<file path="src/rtl/cbp_gshare_param.sv">
// Parametrised conditional branch predictor: bimodal or gshare indexed table of
// saturating counters, speculative global history with execute-stage repair.
module cbp_gshare_param #(
  parameter int PC_W   = 32,
  parameter int HIST_W = 8,
  parameter int IDX_W  = 8,
  parameter int CTR_W  = 2,
  parameter int MODE   = 1,
  parameter int STAT_W = 32
) (
  input  logic              clk_i,
  input  logic              rst,
  input  logic              f_valid_i,
  input  logic              f_stall_i,
  input  logic [PC_W-1:0]   f_pc_i,
  output logic              f_predict_o,
  output logic [HIST_W-1:0] f_history_o,
  input  logic              ex_valid_i,
  input  logic              ex_mispredict_i,
  input  logic              ex_taken_i,
  input  logic [HIST_W-1:0] ex_history_i,
  input  logic              wb_valid_i,
  input  logic [PC_W-1:0]   wb_pc_i,
  input  logic [HIST_W-1:0] wb_history_i,
  input  logic              wb_taken_i,
  input  logic              wb_predict_i,
  output logic [STAT_W-1:0] stat_branch_o,
  output logic [STAT_W-1:0] stat_miss_o
);

  localparam int DEPTH = 1 << IDX_W;
  localparam logic [CTR_W-1:0] CTR_INIT = CTR_W'((1 << (CTR_W - 1)) - 1);

  logic [CTR_W-1:0]  pht_q [DEPTH];
  logic [HIST_W-1:0] ghr_q;
  logic [STAT_W-1:0] stat_branch_q;
  logic [STAT_W-1:0] stat_miss_q;

  logic [IDX_W-1:0]  f_idx;
  logic [IDX_W-1:0]  wb_idx;
  logic [CTR_W-1:0]  f_ctr;
  logic [CTR_W-1:0]  wb_ctr;
  logic [CTR_W-1:0]  wb_ctr_next;
  logic              unused_pc;

  function automatic logic [IDX_W-1:0] pht_index(input logic [PC_W-1:0]   pc,
                                                 input logic [HIST_W-1:0] hist);
    logic [IDX_W-1:0] pc_idx;
    pc_idx = pc[IDX_W+1:2];
    if (MODE == 0) return pc_idx;
    else           return pc_idx ^ IDX_W'(hist);
  endfunction

  assign f_idx  = pht_index(f_pc_i, ghr_q);
  assign wb_idx = pht_index(wb_pc_i, wb_history_i);
  assign f_ctr  = pht_q[f_idx];
  assign wb_ctr = pht_q[wb_idx];

  // PC bits outside the index field (alignment and upper bits) are don't-care.
  assign unused_pc = ^{f_pc_i, wb_pc_i};

  assign f_predict_o   = f_ctr[CTR_W-1];
  assign f_history_o   = ghr_q;
  assign stat_branch_o = stat_branch_q;
  assign stat_miss_o   = stat_miss_q;

  always_comb begin
    wb_ctr_next = wb_ctr;
    if (wb_taken_i) begin
      if (wb_ctr != {CTR_W{1'b1}}) wb_ctr_next = wb_ctr + CTR_W'(1);
    end else begin
      if (wb_ctr != '0) wb_ctr_next = wb_ctr - CTR_W'(1);
    end
  end

  always_ff @(posedge clk_i or posedge rst) begin
    if (rst) begin
      for (int i = 0; i < DEPTH; i++) pht_q[i] <= CTR_INIT;
    end else if (wb_valid_i) begin
      pht_q[wb_idx] <= wb_ctr_next;
    end
  end

  // Truncating {hist, bit} to HIST_W drops the oldest bit; also covers HIST_W=1.
  always_ff @(posedge clk_i or posedge rst) begin
    if (rst) begin
      ghr_q <= '0;
    end else if (ex_valid_i && ex_mispredict_i) begin
      ghr_q <= HIST_W'({ex_history_i, ex_taken_i});
    end else if (f_valid_i && !f_stall_i) begin
      ghr_q <= HIST_W'({ghr_q, f_predict_o});
    end
  end

  always_ff @(posedge clk_i or posedge rst) begin
    if (rst) begin
      stat_branch_q <= '0;
      stat_miss_q   <= '0;
    end else if (wb_valid_i) begin
      if (stat_branch_q != {STAT_W{1'b1}}) stat_branch_q <= stat_branch_q + STAT_W'(1);
      if ((wb_predict_i != wb_taken_i) && (stat_miss_q != {STAT_W{1'b1}}))
        stat_miss_q <= stat_miss_q + STAT_W'(1);
    end
  end

endmodule
</file>
<file path="config.mk">
export PLATFORM = sky130hd
export DESIGN_NAME = cbp_gshare_param
export DESIGN_NICKNAME = d
export VERILOG_FILES = /design/src/rtl/cbp_gshare_param.sv
export SDC_FILE = /design/constraint.sdc
export NUM_CORES = 2
export LEC_CHECK = 0
export CORE_UTILIZATION = 45
export CTS_BUF_LIST = sky130_fd_sc_hd__clkbuf_2 sky130_fd_sc_hd__clkbuf_4 sky130_fd_sc_hd__clkbuf_8
export DETAILED_ROUTE_END_ITERATION = 12
export GPL_TIMING_DRIVEN = 0
export PLACE_DENSITY = 0.61
export SLEW_MARGIN = 10
export SYNTH_ARGS = -nofsm -noshare
export SYNTH_HDL_FRONTEND = slang
export SYNTH_SLANG_ARGS = --single-unit
export TNS_END_PERCENT = 20
</file>
<file path="constraint.sdc">
create_clock -name clk_i -period 20.7 [get_ports clk_i]
set_input_delay 2.07 -clock clk_i [delete_from_list [all_inputs] [get_ports clk_i]]
set_output_delay 2.07 -clock clk_i [all_outputs]
set_load 0.02 [all_outputs]
</file>
==> metrics.cfg <==
[sta]
maxSlewViolCount=0
rsz0062_at_grt=false
fmax_mhz=110.8
setup_slack_ps=11680
setup_viol=0
worst_pin_slew_ps=1476
skew_ps=31.83
slew_headroom_pct=1.267
layout_min_cycle_time_ps=9024
timing.final.crit_share_pct=43.59
finalHoldViolations=0

[placed_design]
place_area_sq_mm=0.03436
place_congestion=0.9882
pre_cts_slack_ps=11820
dp_cells=3751
numPortBuffers=113
hpwl_microns=83400

[layout]
areaGrowthSynthToFinish_pct=15.78
finalInstanceArea_sq_mm=0.03666
layout-drive-gt1-share_pct=32.60
final_common_cell=dfrtp_1
final_cell_mix=dfrtp_1 (328), a21oi_1 (267), dfstp_2 (256)
fin_nets=3015
layout.cells.non_filler=3946

[global_route]
antenna_found_initial=3
grtUsageTotal_pct=35.16
grt_overflow_total=0
grt_max_degree=117
grt_pass1_wl_microns=179900
first_global_vias=26110

[floorplan]
row_count=96
core_area_sq_mm=0.06907
die_y_microns=267.3
start_util_pct=45.84
die_area_sq_mm=0.07143
io_pins=163
die_w_microns=267.3

[worst_hold_path]
min_to=pht_q[446]
hold_start=pht_q[446]
holdPathStages=2
min-delay-path-class=reg2reg

[synthesis]
synth_cell_types=53
syn_area_per_cell_sq_um=11.77
async_flop_share_pct=100.0
synth-edff-count=0
ys_seq_area_share_pct=47.17
yosysWarnings=0
synth-main-ff-cell=dfrtp_1
syn_area_sq_mm=0.03166
ys_ff_latch=584
synth_nets=2781
postSynthCellCount=2689

[drt]
wl_per_cell_microns=31.80
finalWirelength_microns=125500
drc=0
avgViaCountPerCell=6.917
postRouteAntennaNets=0
firstDrtPassIters=8
vias=27290
drt_iter0_drc=3894

[clocking]
cts_tree=done
ctsHoldBuffers=0
clock-root-buffer=clkbuf_8
cts_made_buffers=100
worstSkewPairLatency_ps=770
clk_pin_slew_ps=70
cts_max_path_buffers=3
cts.sinks=584
post_cts.repair.setup_buffers=0
post_cts_resized=0
htreeDepth=3

[power]
p_sw_mw=1.206
clock_power_share_pct=32.9
powerDensity_mw_per_mm2=96.88
leakage_nw=13.84
switching_share_pct=33.96
ir_worst_vdd_uv=46.26
combPwrFrac_pct=26.7
internal_power_mw=2.346
power_frac_seq_pct=40.4

[worst_setup_path]
r2r_start=f_history_o[1]
r2r_slack_ps=16140
crit_start=f_pc_i[3]
rr_endpoint=f_history_o[0]
cp-start-kind=primary input
worstPathRequired_ps=18630
endpoint_kind=primary output
path_class=in2out
r2r_cells=10
crit_fanout=10
cp.arrival_ps=6950

[run_status]
status=finished, violations left
failed_checks=max-capacitance violations

[run]
maxCapViolations=1

[how the worst max path moves through the flow]
stage               depth (start not counted)  slack (ps)             end
global route                               10       11640     f_predict_o
CTS                                        10       11810     f_predict_o
detailed placement                         10       11820     f_predict_o
global placement                            2       -3900      pht_q[101]
floorplan                                   1        2710  f_history_o[0]
finish                                     10       11680     f_predict_o
[sequential cells by signal (all words and copies together), names as in the netlist]
name / count
pht_q: 512
stat_branch_o: 32
f_history_o: 8
stat_miss_o: 32
[Yosys cell counts (all sizes together), types with 55 or more instances]
library cell | count | area share, %
buf | 77 | 2.9
xnor2 | 55 | 1.5
nor2 | 81 | 0.96
dfstp | 256 | 21
o21ai | 263 | 4.2
a31oi | 244 | 4.8
a21oi | 267 | 4.2
o31ai | 232 | 8.7
nand2 | 194 | 2.3
clkbuf | 210 | 2.5
mux4 | 203 | 14
dfrtp | 328 | 26
[power groups by stage]
| stage | logic, mW | registers (mW) | clock network, mW |
|---|---|---|---|
| 5_1_grt | 0.983 | 1.45 | 1.23 |
| 3_5_place_dp | 0.918 | 1.45 | 0 |
| 3_3_place_gp | 0.890 | 1.44 | 0 |
| 4_1_cts | 0.919 | 1.43 | 1.17 |
| 6_report | 0.947 | 1.43 | 1.17 |
| 2_1_floorplan | 0.601 | 1.43 | 0 |
[kinds of logic (layout without fill, tap and decap cells)]
kind of cell    count (synthesis)  count (layout)  synth area share, %
simple gates                  425             425                6.109
fa+ha+maj                       4               4               0.1660
buf+inv                       301             618                5.568
compound gates               1064            1064                23.40
xor+xnor                       89              89                2.486
flops                         584             584                47.17
mux                           222             222                15.10
other cells                     0               9                    0
[metrics by stage]
step	utilization (%)	TNS, ps	hold WS [ps]	power (mW)
after floorplan	-	0	440.6	2.029
after global placement	49.17	-1258490	448.8	2.325
after detailed placement	49.75	0	453.8	2.364
after CTS	52.99	0	463.2	3.516
after global routing	53.07	0	476.9	3.658
final	53.08	0	461.7	3.552
[area by class of cell]
class	count	area (sq um)
fill	5928	32410
timing repair buffer	132	1415
antenna	9	22.52
buffer	287	1720
clock buffer	166	2110
sequential	584	14930
clock inverter	19	126.4
tap	931	1165
inverter	14	60.06
multi-input combinational	1804	15110
[layer usage]
layer | GRT usage [%] | share of wire [%] | vias to the layer above
met3 | 13.64 | 14 | 493
met1 | 46.28 | 37 | 13800
met5 | 0.1386 | 0.082 | -
met2 | 49.89 | 43 | 2097
met4 | 18.58 | 5.8 | 8
li1 | - | - | 10890
[critical path, cell delays in order]
cell             delay (ps)
clkdlybuf4s50_1         470
xor2_1                  900
clkbuf_1               1060
mux4_2                  440
mux4_2                  530
a22oi_1                 330
nand2_1                 200
a211oi_1                280
a21oi_1                  90
clkdlybuf4s50_1         560
(Power assumes the default switching activity.)
